## src/rtl/sc_pkg.sv

```systemverilog
// Shared types and constants for the second-chance hash table update path.
// Holds request opcodes, response status codes, the bucket entry layout for
// the default widths, and the RAM read latency the forwarder depth follows.
package sc_pkg;

  localparam int SC_KEY_W      = 8;
  localparam int SC_DATA_W     = 16;
  localparam int SC_ADDR_W     = 6;
  localparam int SC_RD_LATENCY = 2;

  typedef enum logic [1:0] {
    OP_LOOKUP = 2'd0,
    OP_INSERT = 2'd1,
    OP_DELETE = 2'd2
  } op_e;

  typedef enum logic [2:0] {
    ST_HIT       = 3'd0,
    ST_MISS      = 3'd1,
    ST_INSERTED  = 3'd2,
    ST_UPDATED   = 3'd3,
    ST_DELETED   = 3'd4,
    ST_COLLISION = 3'd5,
    ST_EVICTED   = 3'd6
  } status_e;

  // Bucket layout as stored in the table RAM: {valid, key, data}.
  typedef struct packed {
    logic                 valid;
    logic [SC_KEY_W-1:0]  key;
    logic [SC_DATA_W-1:0] data;
  } entry_t;

  // The unused encoding 2'b11 behaves as a lookup.
  function automatic op_e decode_op(input logic [1:0] raw);
    case (raw)
      2'b01:   return OP_INSERT;
      2'b10:   return OP_DELETE;
      default: return OP_LOOKUP;
    endcase
  endfunction

endpackage

```

## src/rtl/cam_forwarder.sv

```systemverilog
// Write-forwarding CAM: remembers the last DEPTH table writes and patches a
// stale RAM word whose bucket index matches one of them (newest write wins).
// Ports: clk/reset/clk_en; new_* = RAM word under test (index, valid, payload);
// forward_* = write being issued this cycle; out_* = corrected word.
module cam_forwarder
  import sc_pkg::*;
#(
  parameter int KEY_W  = SC_ADDR_W,
  parameter int DATA_W = SC_KEY_W + SC_DATA_W,
  parameter int DEPTH  = SC_RD_LATENCY
) (
  input  logic              clk,
  input  logic              reset,
  input  logic              clk_en,
  input  logic [KEY_W-1:0]  new_key_i,
  input  logic              new_valid_i,
  input  logic [DATA_W-1:0] new_data_i,
  input  logic [KEY_W-1:0]  forward_key_i,
  input  logic [DATA_W-1:0] forward_data_i,
  input  logic              forward_write_i,
  input  logic              forward_del_i,
  output logic              out_valid_o,
  output logic [DATA_W-1:0] out_data_o
);

  // Slot 0 is the write from the previous enabled cycle, slot DEPTH-1 the
  // oldest one still invisible to the RAM read currently being corrected.
  logic [DEPTH-1:0]  slot_vld;   // a write (or delete) happened in that slot
  logic [DEPTH-1:0]  slot_wr;    // valid bit that was written
  logic [KEY_W-1:0]  slot_key  [DEPTH];
  logic [DATA_W-1:0] slot_data [DEPTH];

  // Empty cycles shift in an unused slot so slot age stays tied to cycles.
  always_ff @(posedge clk) begin
    if (reset) begin
      slot_vld <= '0;
      slot_wr  <= '0;
      for (int i = 0; i < DEPTH; i++) begin
        slot_key[i]  <= '0;
        slot_data[i] <= '0;
      end
    end else if (clk_en) begin
      slot_vld[0]  <= forward_write_i || forward_del_i;
      slot_wr[0]   <= forward_write_i;
      slot_key[0]  <= forward_key_i;
      slot_data[0] <= forward_data_i;
      for (int i = 1; i < DEPTH; i++) begin
        slot_vld[i]  <= slot_vld[i-1];
        slot_wr[i]   <= slot_wr[i-1];
        slot_key[i]  <= slot_key[i-1];
        slot_data[i] <= slot_data[i-1];
      end
    end
  end

  // Walk oldest to newest so the most recent matching write overrides.
  always_comb begin
    out_valid_o = new_valid_i;
    out_data_o  = new_data_i;
    for (int i = DEPTH - 1; i >= 0; i--) begin
      if (slot_vld[i] && (slot_key[i] == new_key_i)) begin
        out_valid_o = slot_wr[i];
        out_data_o  = slot_data[i];
      end
    end
  end

endmodule

```

## src/rtl/sc_bucket_updater.sv

```systemverilog
// Three-stage read-modify-write pipeline for the direct-mapped second-chance
// hash table: S0 issues the RAM read, S1 waits on RAM latency, S2 corrects the
// word through cam_forwarder, decides the write-back and registers the response.
// Ports: req_* request handshake in; mem_* table RAM (2-cycle read, sole writer);
// resp_* response out, held until resp_ready_i. Whole pipe stalls on response
// backpressure. Build macro SC_EVICT_EN: insert over a different key evicts it
// instead of reporting a collision.
module sc_bucket_updater
  import sc_pkg::*;
#(
  parameter int KEY_WIDTH  = SC_KEY_W,
  parameter int DATA_WIDTH = SC_DATA_W,
  parameter int ADDR_WIDTH = SC_ADDR_W   // must not exceed KEY_WIDTH
) (
  input  logic                            clk,
  input  logic                            reset,
  input  logic                            req_valid_i,
  output logic                            req_ready_o,
  input  logic [1:0]                      req_op_i,
  input  logic [KEY_WIDTH-1:0]            req_key_i,
  input  logic [DATA_WIDTH-1:0]           req_data_i,
  output logic                            mem_en_o,
  output logic [ADDR_WIDTH-1:0]           mem_rd_addr_o,
  input  logic [KEY_WIDTH+DATA_WIDTH:0]   mem_rd_data_i,
  output logic                            mem_wr_en_o,
  output logic [ADDR_WIDTH-1:0]           mem_wr_addr_o,
  output logic [KEY_WIDTH+DATA_WIDTH:0]   mem_wr_data_o,
  output logic                            resp_valid_o,
  input  logic                            resp_ready_i,
  output logic [2:0]                      resp_status_o,
  output logic [KEY_WIDTH-1:0]            resp_key_o,
  output logic [DATA_WIDTH-1:0]           resp_data_o
);

  localparam int KD_WIDTH = KEY_WIDTH + DATA_WIDTH;

  logic en;
  assign en            = !(resp_valid_o && !resp_ready_i);
  assign req_ready_o   = en;
  assign mem_en_o      = en;
  assign mem_rd_addr_o = req_key_i[ADDR_WIDTH-1:0];

  // ---------------- stage registers ----------------
  logic                  s1_vld, s2_vld;
  op_e                   s1_op, s2_op;
  logic [KEY_WIDTH-1:0]  s1_key, s2_key;
  logic [DATA_WIDTH-1:0] s1_data, s2_data;

  // Acceptance only happens while en is high, so req_valid_i alone marks S1.
  always_ff @(posedge clk) begin
    if (reset) begin
      s1_vld  <= 1'b0;
      s1_op   <= OP_LOOKUP;
      s1_key  <= '0;
      s1_data <= '0;
      s2_vld  <= 1'b0;
      s2_op   <= OP_LOOKUP;
      s2_key  <= '0;
      s2_data <= '0;
    end else if (en) begin
      s1_vld  <= req_valid_i;
      s1_op   <= decode_op(req_op_i);
      s1_key  <= req_key_i;
      s1_data <= req_data_i;
      s2_vld  <= s1_vld;
      s2_op   <= s1_op;
      s2_key  <= s1_key;
      s2_data <= s1_data;
    end
  end

  // ---------------- S2: forwarding ----------------
  logic                  cor_valid;
  logic [KD_WIDTH-1:0]   cor_kd;
  logic [KEY_WIDTH-1:0]  cor_key;
  logic [DATA_WIDTH-1:0] cor_data;
  logic                  cor_match;

  cam_forwarder #(
    .KEY_W  (ADDR_WIDTH),
    .DATA_W (KD_WIDTH),
    .DEPTH  (SC_RD_LATENCY)
  ) u_fwd (
    .clk             (clk),
    .reset           (reset),
    .clk_en          (en),
    .new_key_i       (s2_key[ADDR_WIDTH-1:0]),
    .new_valid_i     (mem_rd_data_i[KD_WIDTH]),
    .new_data_i      (mem_rd_data_i[KD_WIDTH-1:0]),
    .forward_key_i   (mem_wr_addr_o),
    .forward_data_i  (mem_wr_data_o[KD_WIDTH-1:0]),
    .forward_write_i (mem_wr_en_o && mem_wr_data_o[KD_WIDTH]),
    .forward_del_i   (mem_wr_en_o && !mem_wr_data_o[KD_WIDTH]),
    .out_valid_o     (cor_valid),
    .out_data_o      (cor_kd)
  );

  assign cor_key   = cor_kd[KD_WIDTH-1:DATA_WIDTH];
  assign cor_data  = cor_kd[DATA_WIDTH-1:0];
  assign cor_match = cor_valid && (cor_key == s2_key);

  // ---------------- S2: decision ----------------
  logic                  dec_wr;
  logic                  dec_wr_valid;
  logic [DATA_WIDTH-1:0] dec_wr_data;
  status_e               dec_status;
  logic [KEY_WIDTH-1:0]  dec_key;
  logic [DATA_WIDTH-1:0] dec_data;

  always_comb begin
    dec_wr       = 1'b0;
    dec_wr_valid = 1'b0;
    dec_wr_data  = '0;
    dec_status   = ST_MISS;
    dec_key      = s2_key;
    dec_data     = '0;
    if (s2_vld) begin
      unique case (s2_op)
        OP_INSERT: begin
          if (cor_match) begin
            dec_wr       = 1'b1;
            dec_wr_valid = 1'b1;
            dec_wr_data  = s2_data;
            dec_status   = ST_UPDATED;
            dec_data     = cor_data;
          end else if (!cor_valid) begin
            dec_wr       = 1'b1;
            dec_wr_valid = 1'b1;
            dec_wr_data  = s2_data;
            dec_status   = ST_INSERTED;
          end else begin
            // Bucket held by a different key: report the occupant.
`ifdef SC_EVICT_EN
            dec_wr       = 1'b1;
            dec_wr_valid = 1'b1;
            dec_wr_data  = s2_data;
            dec_status   = ST_EVICTED;
`else
            dec_status   = ST_COLLISION;
`endif
            dec_key      = cor_key;
            dec_data     = cor_data;
          end
        end
        OP_DELETE: begin
          if (cor_match) begin
            dec_wr     = 1'b1;     // writes {0, K, 0}
            dec_status = ST_DELETED;
            dec_data   = cor_data;
          end
        end
        default: begin
          if (cor_match) begin
            dec_status = ST_HIT;
            dec_data   = cor_data;
          end
        end
      endcase
    end
  end

  // A stalled or resetting cycle must not write: the same S2 entry will be
  // re-evaluated (or dropped), and the forwarder must not record it twice.
  assign mem_wr_en_o   = dec_wr && en && !reset;
  assign mem_wr_addr_o = s2_key[ADDR_WIDTH-1:0];
  assign mem_wr_data_o = {dec_wr_valid, s2_key, dec_wr_data};

  // ---------------- response register ----------------
  always_ff @(posedge clk) begin
    if (reset) begin
      resp_valid_o  <= 1'b0;
      resp_status_o <= '0;
      resp_key_o    <= '0;
      resp_data_o   <= '0;
    end else if (en) begin
      resp_valid_o <= s2_vld;
      if (s2_vld) begin
        resp_status_o <= dec_status;
        resp_key_o    <= dec_key;
        resp_data_o   <= dec_data;
      end
    end
  end

endmodule

```

## config.mk

```make
export PLATFORM = sky130hd
export DESIGN_NAME = sc_bucket_updater
export DESIGN_NICKNAME = d
export VERILOG_FILES = /design/src/rtl/sc_pkg.sv /design/src/rtl/cam_forwarder.sv /design/src/rtl/sc_bucket_updater.sv
export SDC_FILE = /design/constraint.sdc
export NUM_CORES = 1
export LEC_CHECK = 0
export CAP_MARGIN = 20
export CELL_PAD_IN_SITES_DETAIL_PLACEMENT = 0
export CELL_PAD_IN_SITES_GLOBAL_PLACEMENT = 1
export CORE_UTILIZATION = 42
export DETAILED_ROUTE_END_ITERATION = 16
export GPL_TIMING_DRIVEN = 1
export PLACE_DENSITY_LB_ADDON = 0.1
export SLEW_MARGIN = 10
export SYNTH_ARGS = -nofsm -noshare
export SYNTH_HDL_FRONTEND = slang
export SYNTH_SLANG_ARGS = --single-unit
```

## constraint.sdc

```tcl
create_clock -name clk -period 6.1 [get_ports clk]
set_input_delay 1.22 -clock clk [delete_from_list [all_inputs] [get_ports clk]]
set_output_delay 1.22 -clock clk [all_outputs]
set_load 0.005 [all_outputs]
```

=== Word-level counts from Yosys, hierarchy flattened ===
Memory sizes are Yosys's and may differ from the RTL's.
Cells that the tools add are included.

* Equality and inequality tests: 7
* Muxes and demuxes: 37
* Bitwise gates (word level): 5
* Reductions and logical operators: 14

{| class="wikitable"
|+ Operator list
! operator !! number
|-
| 2-to-1 mux 16 bit || 8
|-
| 2-to-1 mux 24 bit || 4
|-
| 2-to-1 mux 8 bit || 3
|-
| 2-to-1 mux 1 bit || 14
|-
| equality test 6 bit || 2
|-
| 2-to-1 mux 6 bit || 2
|-
| 2-to-1 mux 3 bit || 3
|-
| equality test 8 bit || 1
|-
| logical AND 1 bit || 8
|-
| one-hot mux 3 bit (2 select lines) || 1
|-
| equality test 2 x 1 -> 1 bit, second input constant || 2
|-
| equality test 2 bit, second input constant || 2
|-
| zero test 1 bit || 4
|-
| bitwise OR 1 bit || 4
|-
| one-hot mux 2 bit (2 select lines) || 1
|-
| one-hot mux 1 bit (2 select lines) || 1
|-
| AND reduction 2 bit || 1
|-
| logical OR 1 bit || 1
|-
| inverter 1 bit || 1
|}

* Register bits: 86
* Bits in writable memories: 60
* Input port bits: 55
* Output and inout bits: 68
* Logic and storage cells: 79
* Memories kept: 2

{| class="wikitable"
|+ Memories
! memory !! depth !! bits a word !! read ports !! clocked after memory_dff !! wr ports !! line !! RTL
|-
| u_fwd.slot_data || 2 || 24 || 2 || 0 || 2 || cam_forwarder.sv:31 || <nowiki>logic [DATA_W-1:0] slot_data [DEPTH];</nowiki>
|-
| u_fwd.slot_key || 2 || 6 || 2 || 0 || 2 || cam_forwarder.sv:30 || <nowiki>logic [KEY_W-1:0] slot_key [DEPTH];</nowiki>
|}

=== Logic depth before layout (Yosys ltp) ===
An unclocked memory read counts as a cell.

* Word-level depth: 14
* Depth in mapped cells: 12
* Depth with buffers taken out: 9

=== Hierarchy ===
A second synthesis with hierarchy kept.

* Cells, all modules: 724
* Area total of the unflattened synthesis: 6675.2 um2

{| class="wikitable"
|+ By module, submodules not included
! module !! instances !! cells each !! area an instance (um2) !! seq. area each (um2)
|-
| sc_bucket_updater || 1 || 418 || 3427.0 || 1641.6
|-
| cam_forwarder || 1 || 306 || 3248.1 || 1881.8
|}

=== Worst setup path before layout ===
OpenSTA, ideal clock, no wires.

* Path type: register -> output
* From: reg s2_key[5]
* To: out mem_wr_data_o[10]
* Data arrival time: 2777 ps
* Data required time: 4880 ps
* Setup slack: 2103 ps
* Stages on the path, launching flop included: 13
* Path buffers: 3
* Cells stage by stage: dfxtp_1 -> buf_6 -> xor2_1 -> or4b_4 -> buf_6 -> or3_1 -> a31oi_2 -> xnor2_1 -> nand4_2 -> nor3_4 -> o211a_4 -> buf_6 -> and2_1

* Cells in the longest elaborated chain, start to end: 9
* Elaborated cells on any way between the ends: 14
* Classes of those cells: 3 x eq/ne; 8 x mux; 3 x reduce/logical

{| class="wikitable"
|+ RTL lines
! item !! line !! RTL
|-
| from (decl) || sc_bucket_updater.sv:46 || <nowiki>logic [KEY_WIDTH-1:0] s1_key, s2_key;</nowiki>
|-
| from (signal assigned) || sc_bucket_updater.sv:67 || <nowiki>s2_key <= s1_key;</nowiki>
|-
| equality test 6 bit || cam_forwarder.sv:61 || <nowiki>if (slot_vld[i] && (slot_key[i] == new_key_i)) begin</nowiki>
|-
| logical AND 1 bit || cam_forwarder.sv:61 ||
|-
| 2-to-1 mux 24 bit (2 in series) || cam_forwarder.sv:61 ||
|-
| equality test 8 bit || sc_bucket_updater.sv:100 || <nowiki>assign cor_match = cor_valid && (cor_key == s2_key);</nowiki>
|-
| logical AND 1 bit || sc_bucket_updater.sv:100 ||
|-
| 2-to-1 mux 16 bit * || sc_bucket_updater.sv:120 || <nowiki>if (cor_match) begin</nowiki>
|-
| 2-to-1 mux 16 bit * || sc_bucket_updater.sv:118 || <nowiki>unique case (s2_op)</nowiki>
|-
| 2-to-1 mux 16 bit * || sc_bucket_updater.sv:117 || <nowiki>if (s2_vld) begin</nowiki>
|-
| to (decl) || sc_bucket_updater.sv:27 || <nowiki>output logic [KEY_WIDTH+DATA_WIDTH:0] mem_wr_data_o,</nowiki>
|}

Mark *: on every way between the ends. The rest lies on a longest branch, timed or not.

=== Worst setup path after layout ===
* From: reg s2_key[3]
* To: out mem_wr_data_o[15]

Same word-level chain as after synthesis.

==> flow_summary.yaml <==
logic_synthesis:
  synth_area_leaders: "dfxtp_1 28%, edfxtp_1 24%, nand2_1 8.8%, and2_1 5.2%, a21oi_1 5.1%"
  synth_cells: 640
  ys_warn_count: 0
  synth_top_area_share: 0.2848
  syn_nets: 697
  netlist_area_sq_mm: 0.006045
  synth_ff_type: "dfxtp_1"
  synth_edf_count: 48
  ys_seq_elements: 134
  ys_types: 52
  async_reset_ff_frac: 0
  synth_top_cell_by_area: "dfxtp_1"
  ys_seq_area_frac: 0.5233
  avgSynthCellArea_sq_um: 9.445
critical_path:
  crit_type: "reg2out"
  r2r_start: "s2_key[3]"
  critPathLaunchType: "flip-flop"
  crit_fanout: 34
  rr_worst_depth: 10
  worst-r2r-setup-slack_ps: 2650
  worstReg2RegEnd: "u_fwd.slot_data[0][8]"
  arrival_ps: 4200
  cp_data_required_time_ps: 4880
  cp-end-kind: "output pin"
  cp-startpoint: "s2_key[3]"
worst_hold_path:
  hp-class: "reg2reg"
  min_to: "s1_key[6]"
  holdPathStages: 2
  min_from: "s1_key[6]"
clock_network:
  clock_latency_ps: 410
  htreeDepth: 4
  clk_pin_slew_ps: 50
  clock_sinks: 134
  cts_hold_buffers: 0
  cts_root_buffer: "clkbuf_16"
  clk_path_buf_depth: 2
  post_cts_resized: 0
  cts_made_buffers: 17
  post_cts_buffers: 0
  cts_tree: "yes"
floorplanning:
  initial_core_util: 0.4338
  fp.dieW_microns: 122.0
  die_h_microns: 122.0
  core_area_sq_mm: 0.01393
  num_rows: 43
  ioPinCount: 123
  die_area_sq_mm: 0.01488
timing:
  post-route-min-period_ps: 5420
  rsz0062_at_grt: "no"
  setup_viol: 0
  worst_pin_slew_ps: 1027
  setup_tns_ps: 0
  finClkSkew_ps: 5.446
  fin_hold_ws_ps: 450.4
  timing.slew.headroom: 0.3146
  setup_ws_ps: 680.5
  min_period_over_period: 0.8884
  hold_viol_final: 0
  final_max_slew_viol_count: 0
  fmax_mhz: 184.5
power_and_ir_drop:
  p_switching_uw: 464.3
  irDropWorstVdd_uv: 220.1
  swShare: 0.2210
  pwr-share-seq: 0.463
  power_per_cell_area_mw_per_mm2: 268.8
  p_int_mw: 1.636
  p_leak_nw: 2.969
  p_clk_frac: 0.459
  p_comb_frac: 0.077
  power_mw: 2.101
place:
  portBuffers: 122
  hpwl_mm: 9.593
  place_congestion: 0.8099
  dpl_worst_slack_ps: 1079
flow_run:
  max_cap_viol_count: 0
drt:
  drc: 0
  wl_mm: 14.48
  viasPerCell: 5.035
  num_vias: 4657
  antenna_left: 0
  drtIter0Drc: 300
  wire_per_inst_microns: 15.65
  drt-pass1-iter-count: 5
global_routing:
  grt_usage: 0.2011
  grt_pass1_vias: 4256
  grt_max_degree: 74
  antenna_found_initial: 0
  grt_pass1_wl_mm: 22.55
  overflow: 0
layout:
  syn_to_final_growth_pct: 29.29
  final_nets: 789
  drive_gt1_frac: 0.08188
  antenna_cells: 0
  fillers: 1246
status:
  outcome: "complete, no violations"
kinds of logic after synthesis:
family / count (synthesis) / share of synthesized area
compound gates: 137 / 0.1426
simple gates: 256 / 0.2064
buf+inv: 73 / 0.06334
fa+ha+maj: 2 / 0.004139
flops: 134 / 0.5233
mux: 19 / 0.03146
xor+xnor: 19 / 0.02877
worst max path at each step:
stage                                   end  slack (ps)  cells past startpoint
after floorplan           mem_wr_data_o[10]        2100                     12
after global placement    mem_wr_data_o[15]        1180                     10
after detailed placement   mem_wr_data_o[1]        1080                     10
after CTS                  mem_wr_data_o[1]         660                     11
after global routing      mem_wr_data_o[15]         410                     11
final                     mem_wr_data_o[15]         680                     11
flip-flops by register name, summed over array words and instances (netlist names):
name / count
s1_vld: 1
resp_valid_o: 1
s2_op: 2
s1_op: 2
s1_key: 8
u_fwd.slot_wr: 2
s2_key: 8
resp_data_o: 16
s2_vld: 1
resp_status_o: 3
resp_key_o: 8
u_fwd.slot_data: 48
s1_data: 16
u_fwd.slot_vld: 2
s2_data: 16
synth_stat cells, types with 2 or more instances:
cell,count
clkbuf_1,29
buf_6,6
nor2b_1,2
buf_2,6
buf_1,6
or4_1,3
mux2i_1,19
a31oi_1,5
and3_1,17
nand3_1,2
edfxtp_1,48
nand2_1,142
a211oi_1,2
a21oi_1,61
nand4_1,2
nor3_1,7
nand4b_1,2
inv_1,11
o21ai_1,9
buf_4,15
a22o_1,17
xor2_1,2
a311oi_1,6
o21ai_0,22
dfxtp_1,86
a31oi_2,2
nand3b_1,3
xnor2_1,16
ha_1,2
nor2_1,15
and2_1,50
or3_1,5
per-layer routing:
layer	global-route usage	vias up	wire length (microns)
met5	0	-	0
li1	-	2373	-
met4	0.07099	0	150
met1	0.2917	2151	7313
met3	0.05478	12	783
met2	0.2835	121	6229
placed cells by master, fill, tap and decap left out, types with 2 or more instances in the layout:
cell,netlist,layout
nor2_2,0,2
a211oi_1,2,2
a31oi_1,5,5
a311oi_1,6,6
clkdlybuf4s50_1,0,121
buf_4,15,13
edfxtp_1,48,48
inv_4,0,3
o21ai_0,22,22
xor2_1,2,2
inv_2,0,2
nand4b_1,2,2
clkbuf_16,0,17
dfxtp_1,86,86
or3_1,5,5
nand4_1,2,2
and2_1,50,50
mux2i_1,19,19
nand3b_1,3,3
or4_1,3,3
xnor2_1,16,16
inv_1,11,9
a21oi_1,61,61
clkinv_2,0,4
a22o_1,17,17
clkbuf_8,0,4
nor3_1,7,7
clkbuf_1,29,3
a31oi_2,2,2
nand2_1,142,142
nor2_1,15,13
nand3_1,2,2
ha_1,2,2
o21ai_1,9,9
and3_1,17,17
worst max-delay path, cell delays in order, from the launching register on:
cell and delay, ps:
dfxtp_1 580, xnor2_1 170, nand4_1 380, or2_0 550, a31oi_1 330, xnor2_1 180
o31ai_2 140, nor3_4 190, buf_4 230, o211a_4 340, and2_1 190, clkdlybuf4s50_1 510
final cells by class:
class / count / area (sq um) / share of cell area
inverter: 11 / 41.29 / 0.005283
clock buffer: 24 / 491.7 / 0.06292
sequential: 134 / 3163 / 0.4047
multi-input combinational: 433 / 2511 / 0.3213
clock inverter: 8 / 68.82 / 0.008806
timing repair buffer: 135 / 1314 / 0.1681
tap: 180 / 225.2 / 0.02882
power by group through the flow:
| stage | clock (mW) | sequential, mW | combinational (mW) |
|---|---|---|---|
| 2_1_floorplan | 0 | 0.984 | 0.0906 |
| 3_3_place_gp | 0 | 0.992 | 0.160 |
| 3_5_place_dp | 0 | 0.992 | 0.162 |
| 4_1_cts | 0.984 | 0.974 | 0.164 |
| 5_1_grt | 1.02 | 0.977 | 0.179 |
| 6_report | 0.965 | 0.973 | 0.162 |
stage by stage:
stage          instances  instance area (sq um)    util
6_report             925                   7815  0.5608
5_1_grt              925                   7815  0.5608
4_1_cts              925                   7815  0.5608
3_5_place_dp         893                   7254  0.5206
3_3_place_gp         892                   7247  0.5201
2_1_floorplan        640                   6045       -
Power figures use the tool's default switching activity.
